--- config.mk ---
export PLATFORM = sky130hd
export DESIGN_NAME = inst_fetch
export DESIGN_NICKNAME = d
export VERILOG_FILES = /design/src/rtl/inst_fetch.sv
export SDC_FILE = /design/constraint.sdc
export NUM_CORES = 1
export LEC_CHECK = 0
export CAP_MARGIN = 20
export CORE_MARGIN = 1.5
export CORE_UTILIZATION = 54
export CTS_BUF_LIST = sky130_fd_sc_hd__clkbuf_4 sky130_fd_sc_hd__clkbuf_8
export CTS_CLUSTER_DIAMETER = 80
export DETAILED_ROUTE_END_ITERATION = 10
export PLACE_DENSITY_LB_ADDON = 0.15
export SLEW_MARGIN = 0
export SYNTH_ARGS = -nofsm -noshare
export SYNTH_HDL_FRONTEND = slang
export SYNTH_SLANG_ARGS = --single-unit
--- constraint.sdc ---
create_clock -name clk -period 5 [get_ports clk]
set_input_delay 1 -clock clk [delete_from_list [all_inputs] [get_ports clk]]
set_output_delay 1 -clock clk [all_outputs]
set_load 0.01 [all_outputs]
--- src/rtl/inst_fetch.sv ---
// Instruction-fetch front end: sequential PC, one-cycle ROM latency, one-entry stall hold, flush redirect.
// Optional macro INST_FETCH_NOP_FILL_EN: drive NOP_INST / pc 0 on the decode side whenever no instruction is valid.
module inst_fetch #(
    parameter logic [31:0] RESET_PC = 32'h0000_0000,
    parameter logic [31:0] NOP_INST = 32'h0000_0013
) (
    input  logic        clk,
    input  logic        rst,
    input  logic        stall_i,
    input  logic        flush_i,
    input  logic [31:0] flush_pc_i,
    output logic        pc_ce_o,
    output logic [31:0] pc_addr_o,
    input  logic [31:0] inst_i,
    output logic [31:0] inst_o,
    output logic [31:0] inst_pc_o,
    output logic        inst_valid_o
);

    logic [31:0] pc_q, pc_d;
    logic        req_pend_q, req_pend_d;
    logic [31:0] req_pc_q, req_pc_d;
    logic        hold_v_q, hold_v_d;
    logic [31:0] hold_inst_q, hold_inst_d;
    logic [31:0] hold_pc_q, hold_pc_d;

    logic [31:0] flush_tgt;
    logic        resp_v;
    logic        valid;
    logic [31:0] mux_inst;
    logic [31:0] mux_pc;

`ifdef INST_FETCH_NOP_FILL_EN
    logic [1:0]  unused_bits;
    assign unused_bits = flush_pc_i[1:0];
`else
    logic        unused_bits;
    assign unused_bits = ^{flush_pc_i[1:0], NOP_INST};
`endif

    always_comb begin
        flush_tgt = {flush_pc_i[31:2], 2'b00};
        pc_ce_o   = !rst && !stall_i;
        pc_addr_o = flush_i ? flush_tgt : pc_q;
        resp_v    = req_pend_q && !flush_i;
        valid     = !rst && !flush_i && (hold_v_q || resp_v);
        mux_inst  = hold_v_q ? hold_inst_q : inst_i;
        mux_pc    = hold_v_q ? hold_pc_q : req_pc_q;
    end

    always_comb begin
        inst_valid_o = valid;
`ifdef INST_FETCH_NOP_FILL_EN
        inst_o    = valid ? mux_inst : NOP_INST;
        inst_pc_o = valid ? mux_pc : 32'h0000_0000;
`else
        inst_o    = mux_inst;
        inst_pc_o = rst ? 32'h0000_0000 : mux_pc;
`endif
    end

    always_comb begin
        pc_d        = pc_q;
        req_pend_d  = 1'b0;
        req_pc_d    = req_pc_q;
        hold_v_d    = hold_v_q;
        hold_inst_d = hold_inst_q;
        hold_pc_d   = hold_pc_q;

        if (pc_ce_o) begin
            req_pend_d = 1'b1;
            req_pc_d   = pc_addr_o;
            pc_d       = pc_addr_o + 32'd4;
        end else if (flush_i) begin
            // Redirect while stalled: park the target until decode frees up.
            pc_d = flush_tgt;
        end

        if (flush_i) begin
            hold_v_d = 1'b0;
        end else if (stall_i && resp_v && !hold_v_q) begin
            hold_v_d    = 1'b1;
            hold_inst_d = inst_i;
            hold_pc_d   = req_pc_q;
        end else if (!stall_i && hold_v_q) begin
            hold_v_d = 1'b0;
        end
    end

    always_ff @(posedge clk) begin
        if (rst) begin
            pc_q        <= RESET_PC;
            req_pend_q  <= 1'b0;
            req_pc_q    <= 32'h0000_0000;
            hold_v_q    <= 1'b0;
            hold_inst_q <= 32'h0000_0000;
            hold_pc_q   <= 32'h0000_0000;
        end else begin
            pc_q        <= pc_d;
            req_pend_q  <= req_pend_d;
            req_pc_q    <= req_pc_d;
            hold_v_q    <= hold_v_d;
            hold_inst_q <= hold_inst_d;
            hold_pc_q   <= hold_pc_d;
        end
    end

endmodule
==> summary.md <==
| Metric | Value |
|---|---|
| Outcome | complete, no violations |
| Pin count of the biggest net entering global routing | 76 |
| Post-CTS Hold Buffers | 0 |
| Hold path depth | 2 |
| WL/cell | 15.8 um |
| Count leader, synth | nand2_1 |
| Final Hold Vio Count | 0 |
| Grt total ovfl | 0 |
| CTS resizes | 0 |
| Gpl congestion | 0.859 |
| Hpwl dp | 11,600 um |
| Antenna violations before repair | 0 |
| Maxcap violations | 0 |
| Psw | 0.647 mW |
| R2R Setup Slk | 2.36 ns |
| Reg-to-Reg End | hold_pc_q[0] |
| Clock skew | 0.00701 ns |
| Final core occ | 73.3% |
| Final nets | 966 |
| Yosys top cell area share | 41.8% |
| Synth warn | 0 |
| Sequential group share of total power | 45.6% |
| Most common library cells after synthesis | nand2_1 (147), dfxtp_1 (130), nor2_1 (99) |
| Vias | 5,942 |
| Combinational fraction of design power | 15.7% |
| Yosys top cell by area | dfxtp_1 |
| Arrival time at the worst endpoint | 3.08 ns |
| Antenna Nets Post-Route | 0 |
| Largest stage delay on the critical path | 0.62 ns |
| Via density per instance | 5.64 |
| Number of port buffers | 163 |
| Worst-path clk slew | 0.07 ns |
| Total Negative Setup Slacks | 0 ns |
| Final Cell Area | 8300 um^2 |
| DRT Pass-1 Iters | 7 |
| Synthesized flop and latch total | 130 |
| Worst Hold Class | flop to flop |
| DR iter-0 viols | 438 |
| Slowest CP cell | buf_2 |
| VDD IR max | 212 uV |
| Crit-path cells | buf_2, buf_4, mux2i_1, inv_1, clkdlybuf4s50_1 |
| Hold Path Sink | hold_inst_q[26] |
| Tightest Pin Transition | 1.03 ns |
| CP max FO | 39 |
| Number of global-route vias before repair | 5,414 |
| R2R Path Start | hold_v_q |
| Final setup fails | 0 |
| Pwr/cell area | 291 nW/um^2 |
| FFs w/ async S/R, synth | 0% |
| Dpl cell area | 7880 um^2 |
| Area contributors post-synth | dfxtp_1 (42%), mux2i_1 (9.6%), nand2_1 (8.9%) |
| Core Box Area | 11,300 um^2 |
| Synthesized area per cell | 8.18 um^2 |
| Site Rows | 39 |
| Die Area | 12,200 um^2 |
| Htree depth | 4 |
| Tot GR Track Use | 27.3% |
| HP Start | hold_inst_q[26] |
| EDFF count, synth | 0 |
| Root buffer cell | clkbuf_8 |
| Final hold slack | 0.455 ns |
| Placed Cells | 1,021 |
| Ys flop type | dfxtp_1 |
| Diodes inserted | 0 |
| CP Class | input pin to primary output |
| Clk sinks | 130 |
| Syn Nets | 830 |
| Worst Setup Start Kind | input pin |
| Area growth, synth to finish | 33.2% |
| CTS Buffer Depth | 2 |
| Netlist Area Pre-Place | 6230 um^2 |
| Share of layout cells above drive strength 1 | 10.9% |
| Worst Reg-to-Reg Cells | 5 |
| Die H | 110 um |
| P_leak | 3.10 nW |
| CTS tree | yes |
| Final Max Tran Viols | 0 |
| Max Freq | 245 MHz |
| Final min period | 4.08 ns |
| Die width | 110 um |
| Final wirelength | 16,700 um |
| Sequential element share of the synthesized area | 41.8% |
| Clk pwr share | 38.7% |
| # IOs | 166 |
| Clk_lat worst skew | 0.44 ns |
| CP required | 4.00 ns |
| First-pass GRT wire length | 25,500 um |
| Inserted Clock Buffers | 17 |
| Period utilization | 81.6% |
| RSZ-0062 raised after global routing | no |
| Fin cells | 1,053 |
| Internal Power | 1.76 mW |
| Switching Share | 26.9% |
| Max transition margin | 31.3% |
| Setup Buffers After CTS | 0 |
| Initial Utilization | 55.0% |
| Endpoint class of the critical path | primary output |
| Cells after Synth | 761 |
| Cell variety after synth | 48 |
| Residual DRC count | 0 |
==> cell families (layout without fill, tap and decap cells) <==
logic type / Yosys count / after routing / synth area share (%)
compound gates: 114 / 114 / 10.2
xor+xnor: 12 / 12 / 1.69
buf+inv: 74 / 223 / 5.06
fa+ha+maj: 1 / 1 / 0.201
simple gates: 326 / 326 / 23.5
mux: 104 / 104 / 17.6
flops: 130 / 130 / 41.8
==> cell type report <==
class | instances | area, um^2
Clock buffer | 17 | 234
Clock inverter | 15 | 181
Fill cell | 926 | 3030
Inverter | 17 | 63.8
Multi-Input combinational cell | 557 | 3320
Sequential cell | 130 | 2610
Tap cell | 143 | 179
Timing Repair Buffer | 174 | 1710
==> per-stage QoR <==
| step | total power [mW] | setup WS (ns) |
|---|---|---|
| detailed placement | 1.50 | 0.932 |
| global placement | 1.49 | 0.997 |
| finish | 2.41 | 0.919 |
| floorplan | 1.31 | 1.57 |
| global route | 2.51 | 0.745 |
| CTS | 2.43 | 0.937 |
==> flip-flops by register name (all words and copies together), names as in the netlist <==
name	count
req_pend_q	1
hold_pc_q	32
hold_v_q	1
hold_inst_q	32
req_pc_q	32
pc_q	32
==> per-layer routing <==
layer	part of all wire, %	wire length, um	GRT usage (%)
met5	0	0	0
met4	3.1	510	14.7
met3	6.2	1030	6.58
met2	50	8390	46.9
met1	41	6760	31.3
==> power groups by stage <==
stage          combinational [mW]  sequential, mW  clock [mW]
6_report                    0.378            1.10       0.933
5_1_grt                     0.408            1.10       0.998
4_1_cts                     0.378            1.10       0.949
3_5_place_dp                0.376            1.12           0
3_3_place_gp                0.370            1.12           0
2_1_floorplan               0.194            1.11           0
==> placed cells by master, fill, tap and decap left out, types with 7 or more instances in the layout <==
| cell type | Yosys | final |
|---|---|---|
| nand4_1 | 8 | 8 |
| clkbuf_8 | 0 | 17 |
| a31oi_1 | 7 | 7 |
| nor2_1 | 99 | 99 |
| nand2_1 | 147 | 147 |
| inv_1 | 17 | 17 |
| xnor2_1 | 7 | 7 |
| dfxtp_1 | 130 | 129 |
| a21oi_1 | 87 | 87 |
| clkdlybuf4s50_1 | 0 | 160 |
| nand3_1 | 13 | 12 |
| nor3_1 | 20 | 20 |
| buf_4 | 4 | 11 |
| mux2i_1 | 60 | 60 |
| mux2_2 | 44 | 44 |
==> worst max path at each step <==
stage	from	endpoint	cells after the start
4_1_cts	flush_i	pc_addr_o[26]	5
3_5_place_dp	flush_i	pc_addr_o[26]	5
2_1_floorplan	flush_i	pc_q[20]	11
6_report	flush_i	pc_addr_o[26]	5
3_3_place_gp	flush_i	pc_addr_o[26]	5
5_1_grt	flush_i	pc_addr_o[26]	5
==> critical path, delay by kind of cell <==
kind	cells	cell delay, ns
buffers and inverters	4	1.65
multiplexers	1	0.41
No activity file was read; power rests on OpenSTA's default activity.
==> variant 1, RTL diff (same flow settings) <==
Add a define of `INST_FETCH_NOP_FILL_EN`.
--- a/src/rtl/inst_fetch.sv
+++ b/src/rtl/inst_fetch.sv
@@ -1,4 +1,6 @@
 // Instruction-fetch front end: sequential PC, one-cycle ROM latency, one-entry stall hold, flush redirect.
 // Optional macro INST_FETCH_NOP_FILL_EN: drive NOP_INST / pc 0 on the decode side whenever no instruction is valid.
+`define INST_FETCH_NOP_FILL_EN
+
 module inst_fetch #(
     parameter logic [31:0] RESET_PC = 32'h0000_0000,
Function: changed (a bounded check fails within 4 cycles, from zero or initial values and one cycle with rst high).
==> variant 1 against the unedited design <==
Setup slack improved by 0.076 ns. Total power is 5.8% lower. Count of clock-buffer cells in the layout grew 3. Largest cell class unchanged. Combinational power is 14% lower. Clock power shrank 8.8%. Via count rose by 3.4%. Global-route usage shrank 1.0 points. Final area rose by 1.6%. Sequential cell count is the same. Highest routed layer unchanged. Synthesized area up 2.5%. Routed wire length up 0.43%.
==> variant 1: results (changes against the unedited design) <==
- The proportion of register bits with asynchronous set or reset after synthesis is 0 (unchanged).
- The arrival time of the worst setup path is 3.01 ns (-0.07 ns).
- The number of stages on the worst hold path came to 2 (unchanged).
- The maximum number of pins on one net before global-route repair is 85 (+12%).
- The worst register-to-register path begins at hold_v_q$_SDFFE_PP0P_.
- The number of levels in the clock H-tree is 4 (unchanged).
- The number of violations reported at the end of detailed-routing iteration 0 came to 448 (+2.3%).
- The global placer's final weighted congestion came to 0.882 (+2.6%).
- The final instance count without filler cells is 1116 (+6.0%).
- The worst clock skew was 0.00837 ns (+0.00137 ns).
- The commonest register cell after synthesis is sky130_fd_sc_hd__dfxtp_1.
- The number of nets in the final layout is 1029 (+6.5%).
- The number of resized instances in the post-cts repair step is 0 (unchanged).
- The cell sitting at the root of the clock tree is a sky130_fd_sc_hd__clkbuf_8.
- The number of buffers inserted to repair setup after CTS is 0 (unchanged).
- The share of final-layout standard cells stronger than drive strength 1 is 0.0709 (-0.0379).
- The total of warnings raised by yosys is 0 (unchanged).
- The total iterations of the first detailed-routing run is 7 (unchanged).
- The via count of the first global-routing pass is 5721 (+5.7%).
- The critical path starts at rst.
- The tightest min-delay check is of the reg2reg type.
- The launch point of the worst hold path is hold_pc_q[19]$_SDFFE_PP0P_.
- The maximum net fanout on the critical path was 49 (+26%).
- The global-route usage over all layers is 0.263 (-0.0105).
- The antenna diode count was 0 (unchanged).
- The total negative slack is 0 ns (unchanged).
- The post-synthesis cell count is 827 (+8.7%).
- By count the netlist is led by sky130_fd_sc_hd__nand2_1 (198), sky130_fd_sc_hd__dfxtp_1 (130), sky130_fd_sc_hd__a21oi_1 (108).
- The count of buffers inserted at the top-level ports is 163 (unchanged).
- The overall via count from detail_route is 6143 (+3.4%).
- The count of different cell masters after synthesis is 49 (+2.1%).
- The worst setup slack before clock tree synthesis is 1.02 ns (+0.0866 ns).
- The maximum ir drop on the vdd rail came to 0.000151 V (-28%).
- The CTS buffer count is 17 (unchanged).
- The detailed placement HPWL came to 11500 um (-0.89%).
- The clock-pin slew reported for the worst setup and hold paths after clock tree synthesis was 0.07 ns (about the same).
- The cell leakage power came to 2.97 nW (-4.3%).
- The final wirelength is 16800 um (+0.43%).
- The sequential cell area fraction in the yosys report was 0.408 (-0.0102).
- The global-route wire length before repair came to 27000 um (+6.2%).
- The clock network latency to the later pin of the worst-skew pair was 0.44 ns (about the same).
- The synthesized net count is 896 (+8.0%).
- The number of cells on the worst reg-to-reg path is 6 (+1).
- The initial antenna violation count came to 0 (unchanged).
- The flow ran to the end, and the final reports show no timing, DRC or antenna violations.
- The cell area reported after detailed placement came to 8020 um^2 (+1.8%).
- The worst relative slew slack came to 0.272 (-0.0417).
- The buffer levels on the longest clock path was 2 (unchanged).
- By area the synthesized netlist is led by sky130_fd_sc_hd__dfxtp_1 (41%), sky130_fd_sc_hd__mux2i_1 (12%), sky130_fd_sc_hd__nand2_1 (12%).
-- variant 1: cell count changes after synthesis, sizes merged, moves of 3 or more --
| cell | unedited run | this run |
|---|---|---|
| a21oi | 87 | 108 |
| a31oi | 7 | 4 |
| and3 | 5 | 8 |
| and4 | 5 | 1 |
| buf | 16 | 11 |
| clkbuf | 41 | 46 |
| mux2 | 44 | 15 |
| mux2i | 60 | 79 |
| nand2 | 147 | 198 |
| nor2 | 99 | 102 |
| nor3 | 20 | 16 |
| nor4 | 1 | 5 |
| o31a | 0 | 4 |
-- variant 1: path summary, 6_finish.rpt --
path / end / slack, ns
setup / recovery: inst_o[22] / 0.99
hold / removal: hold_pc_q[19]$_SDFFE_PP0P_ / 0.46
setup reg to reg: hold_pc_q[28]$_SDFFE_PP0P_ / 2.29
hold reg to reg: hold_pc_q[19]$_SDFFE_PP0P_ / 0.46
-- variant 1: kinds of logic after synthesis --
| logic type | synth area share |
|---|---|
| buf+inv | 0.0482 |
| simple gates | 0.262 |
| flops | 0.408 |
| xor+xnor | 0.0110 |
| mux | 0.150 |
| compound gates | 0.119 |
| fa+ha+maj | 0.00196 |
-- variant 1: where the power goes --
| part | leakage (nW) | switching [mW] | internal [mW] |
|---|---|---|---|
| sequential | 1.06 | 0.0235 | 1.07 |
| combinational | 1.71 | 0.167 | 0.158 |
| clock | 0.198 | 0.392 | 0.459 |
| total | 2.97 | 0.583 | 1.69 |
-- variant 1: critical path, cell delays in order --
cell and delay [ns]:
sky130_fd_sc_hd__buf_4 0.41, sky130_fd_sc_hd__nor2_1 0.18, sky130_fd_sc_hd__o21ai_4 0.42, sky130_fd_sc_hd__buf_4 0.40, sky130_fd_sc_hd__nor2_1 0.09, sky130_fd_sc_hd__clkdlybuf4s50_1 0.48
-- variant 1: area by class of cell --
class	instances	area, um^2
clock buffers	20	263
well taps	143	179
flip-flops and latches	130	2610
multi-input cells	622	3490
fillers	903	3040
clock inverters	12	115
inverters	18	67.6
repair buffers	171	1700
-- variant 1: metal layers --
layer	vias to the layer above	routed length (um)	GRT usage
li1	3057	-	-
met1	2879	7770	0.348
met2	189	7950	0.432
met3	18	830	0.0512
met4	0	212	0.0878
met5	-	0	0
==> variant 2, RTL diff (same flow settings) <==
Without the edit above. Make the reset (`rst`) asynchronous in one clocked block.
--- a/src/rtl/inst_fetch.sv
+++ b/src/rtl/inst_fetch.sv
@@ -88,5 +88,5 @@
     end
 
-    always_ff @(posedge clk) begin
+    always_ff @(posedge clk or posedge rst) begin
         if (rst) begin
             pc_q        <= RESET_PC;
Function: differs if rst is asserted again (counterexample within 4 cycles, from zero or initial values and one cycle with rst high); with rst held inactive, the same outputs for 4 cycles.
==> variant 2 against the unedited design <==
Sequential power up 25%. Routed wire length down 12%. Final area up 5.1%. Sequential cell count unchanged. Clock power up 9%. Count of clock-buffer cells in the layout up 6. Total power up 25%. Setup slack better by 0.082 ns. Combinational power up 67%. Synthesized area up 5.1%. Clock skew up 0.0058 ns. Largest cell class is now flip-flops and latches. Highest routed layer unchanged.
==> variant 2: results (changes against the unedited design) <==
- The count of placed standard cells including taps is 850 (-17%).
- The initial antenna violation count is 0 (unchanged).
- The worst relative slew slack is 0.329 (+0.0156).
- The sequential cell area fraction in the yosys report is 0.497 (+0.0793).
- The cell leakage power is 3.65 nW (+18%).
- The worst clock skew was 0.0128 ns (+0.00576 ns).
- The global placer's final weighted congestion is 0.850 (-1.0%).
- The antenna diode count is 0 (unchanged).
- The total of warnings raised by yosys is 0 (unchanged).
- The clock-pin slew reported for the worst setup and hold paths after clock tree synthesis is 0.07 ns (about the same).
- The worst setup slack before clock tree synthesis is 0.867 ns (-0.0648 ns).
- The highest-delay cell along the critical path is sky130_fd_sc_hd__buf_2.
- The count of buffers inserted at the top-level ports is 163 (unchanged).
- The synthesized net count is 638 (-23%).
- The CTS buffer count is 17 (unchanged).
- The global-route usage over all layers is 0.240 (-0.0333).
- The count of different cell masters after synthesis was 46 (-4.2%).
- The number of levels in the clock H-tree came to 4 (unchanged).
- The detailed placement HPWL was 10100 um (-13%).
- The flow ran to the end, and the final reports show no timing, DRC or antenna violations.
- The cell area reported after detailed placement is 8250 um^2 (+4.7%).
- The final wirelength is 14700 um (-12%).
- The filler cell count was 886 (-4.3%).
- The final instance count without filler cells came to 881 (-16%).
- The arrival time of the worst setup path was 3.00 ns (-0.08 ns).
- The number of violations reported at the end of detailed-routing iteration 0 is 158 (-64%).
- The total iterations of the first detailed-routing run came to 5 (-2).
- The global-route wire length before repair is 24000 um (-5.6%).
- The proportion of register bits with asynchronous set or reset after synthesis is 1.00 (+1.00).
- The root buffer selected by CTS is sky130_fd_sc_hd__clkbuf_8.
- The maximum ir drop on the vdd rail is 0.000193 V (-9.0%).
- The mean cell area of the mapped netlist was 11.5 um^2 (+41%).
- The maximum number of pins on one net before global-route repair was 76 (unchanged).
- The number of buffers inserted to repair setup after CTS is 0 (unchanged).
- The commonest register cell after synthesis is sky130_fd_sc_hd__dfrtp_1.
- The number of nets in the final layout came to 791 (-18%).
- The number of resized instances in the post-cts repair step is 0 (unchanged).
- By count the netlist is led by sky130_fd_sc_hd__dfrtp_1 (130), sky130_fd_sc_hd__mux2_2 (98), sky130_fd_sc_hd__mux2i_1 (55).
- The buffer levels on the longest clock path came to 2 (unchanged).
- The overall via count from detail_route is 4687 (-21%).
- The via count of the first global-routing pass came to 4871 (-10%).
- The clock network latency to the later pin of the worst-skew pair is 0.43 ns.
- Yosys attributes the largest share of cell area to sky130_fd_sc_hd__dfrtp_1 (50%), sky130_fd_sc_hd__mux2_2 (17%), sky130_fd_sc_hd__mux2i_1 (8.4%).
- The path class of the tightest hold or removal check is reg2reg.
- The delay contributed by the slowest stage of the critical path came to 0.54 ns (-0.08 ns).
- The share of final-layout standard cells stronger than drive strength 1 is 0.223 (+0.115).
- The maximum net fanout on the critical path was 28 (-28%).
## variant 2: cell count changes after synthesis, sizes merged, moves of 54 or more
cell   change
nor2      -55
mux2      +54
dfrtp    +130
nand2    -101
a21oi     -83
dfxtp    -130
## variant 2: layout make-up
class / instances / area [um^2] / share of cell area
inverter: 33 / 129 / 0.0148
tap: 147 / 184 / 0.0211
multi-input combinational: 369 / 2980 / 0.342
sequential: 130 / 3260 / 0.374
clock inverter: 8 / 148 / 0.0169
timing repair buffer: 171 / 1700 / 0.195
clock buffer: 23 / 317 / 0.0363
## variant 2: logic make-up after synthesis
| family | count (synthesis) | synth area share |
|---|---|---|
| xor gates and xnor gates | 28 | 0.0375 |
| buffers and inverters | 70 | 0.0482 |
| AOI/OAI and AO/OA | 49 | 0.0447 |
| and+or+nand+nor | 136 | 0.114 |
| DFF | 130 | 0.497 |
| adders and majority gates | 1 | 0.00191 |
| muxes | 155 | 0.257 |
## variant 2: worst paths after layout
check	from	endpoint	slack, ns	cells after the start
hold reg to reg	req_pc_q[26]$_DFFE_PP0P_	req_pc_q[26]$_DFFE_PP0P_	0.50	2
min in group asynchronous	rst	hold_pc_q[10]$_DFFE_PP0P_	1.08	3
hold / removal	req_pc_q[26]$_DFFE_PP0P_	req_pc_q[26]$_DFFE_PP0P_	0.50	2
max in group asynchronous	rst	hold_v_q$_DFFE_PP0P_	3.19	4
setup reg to reg	pc_q[2]$_DFF_PP0_	pc_q[24]$_DFF_PP0_	2.24	8
setup / recovery	flush_i	pc_addr_o[6]	1.00	5
## variant 2: power by group
part | switching, mW | internal [mW]
Combinational | 0.266 | 0.365
Clock | 0.400 | 0.621
Sequential | 0.117 | 1.25
Total | 0.783 | 2.24
## variant 2: critical path: cells and delay by family
family,cells,cell delay [ns]
mux,1,0.40
buf+inv,4,1.58
## variant 2: routing by layer
layer | track usage | vias up | wire, um
met3 | 0.0493 | 28 | 799
met5 | 0 | - | 0
met2 | 0.405 | 148 | 7320
met1 | 0.304 | 2273 | 6240
li1 | - | 2238 | -
met4 | 0.0975 | 0 | 323
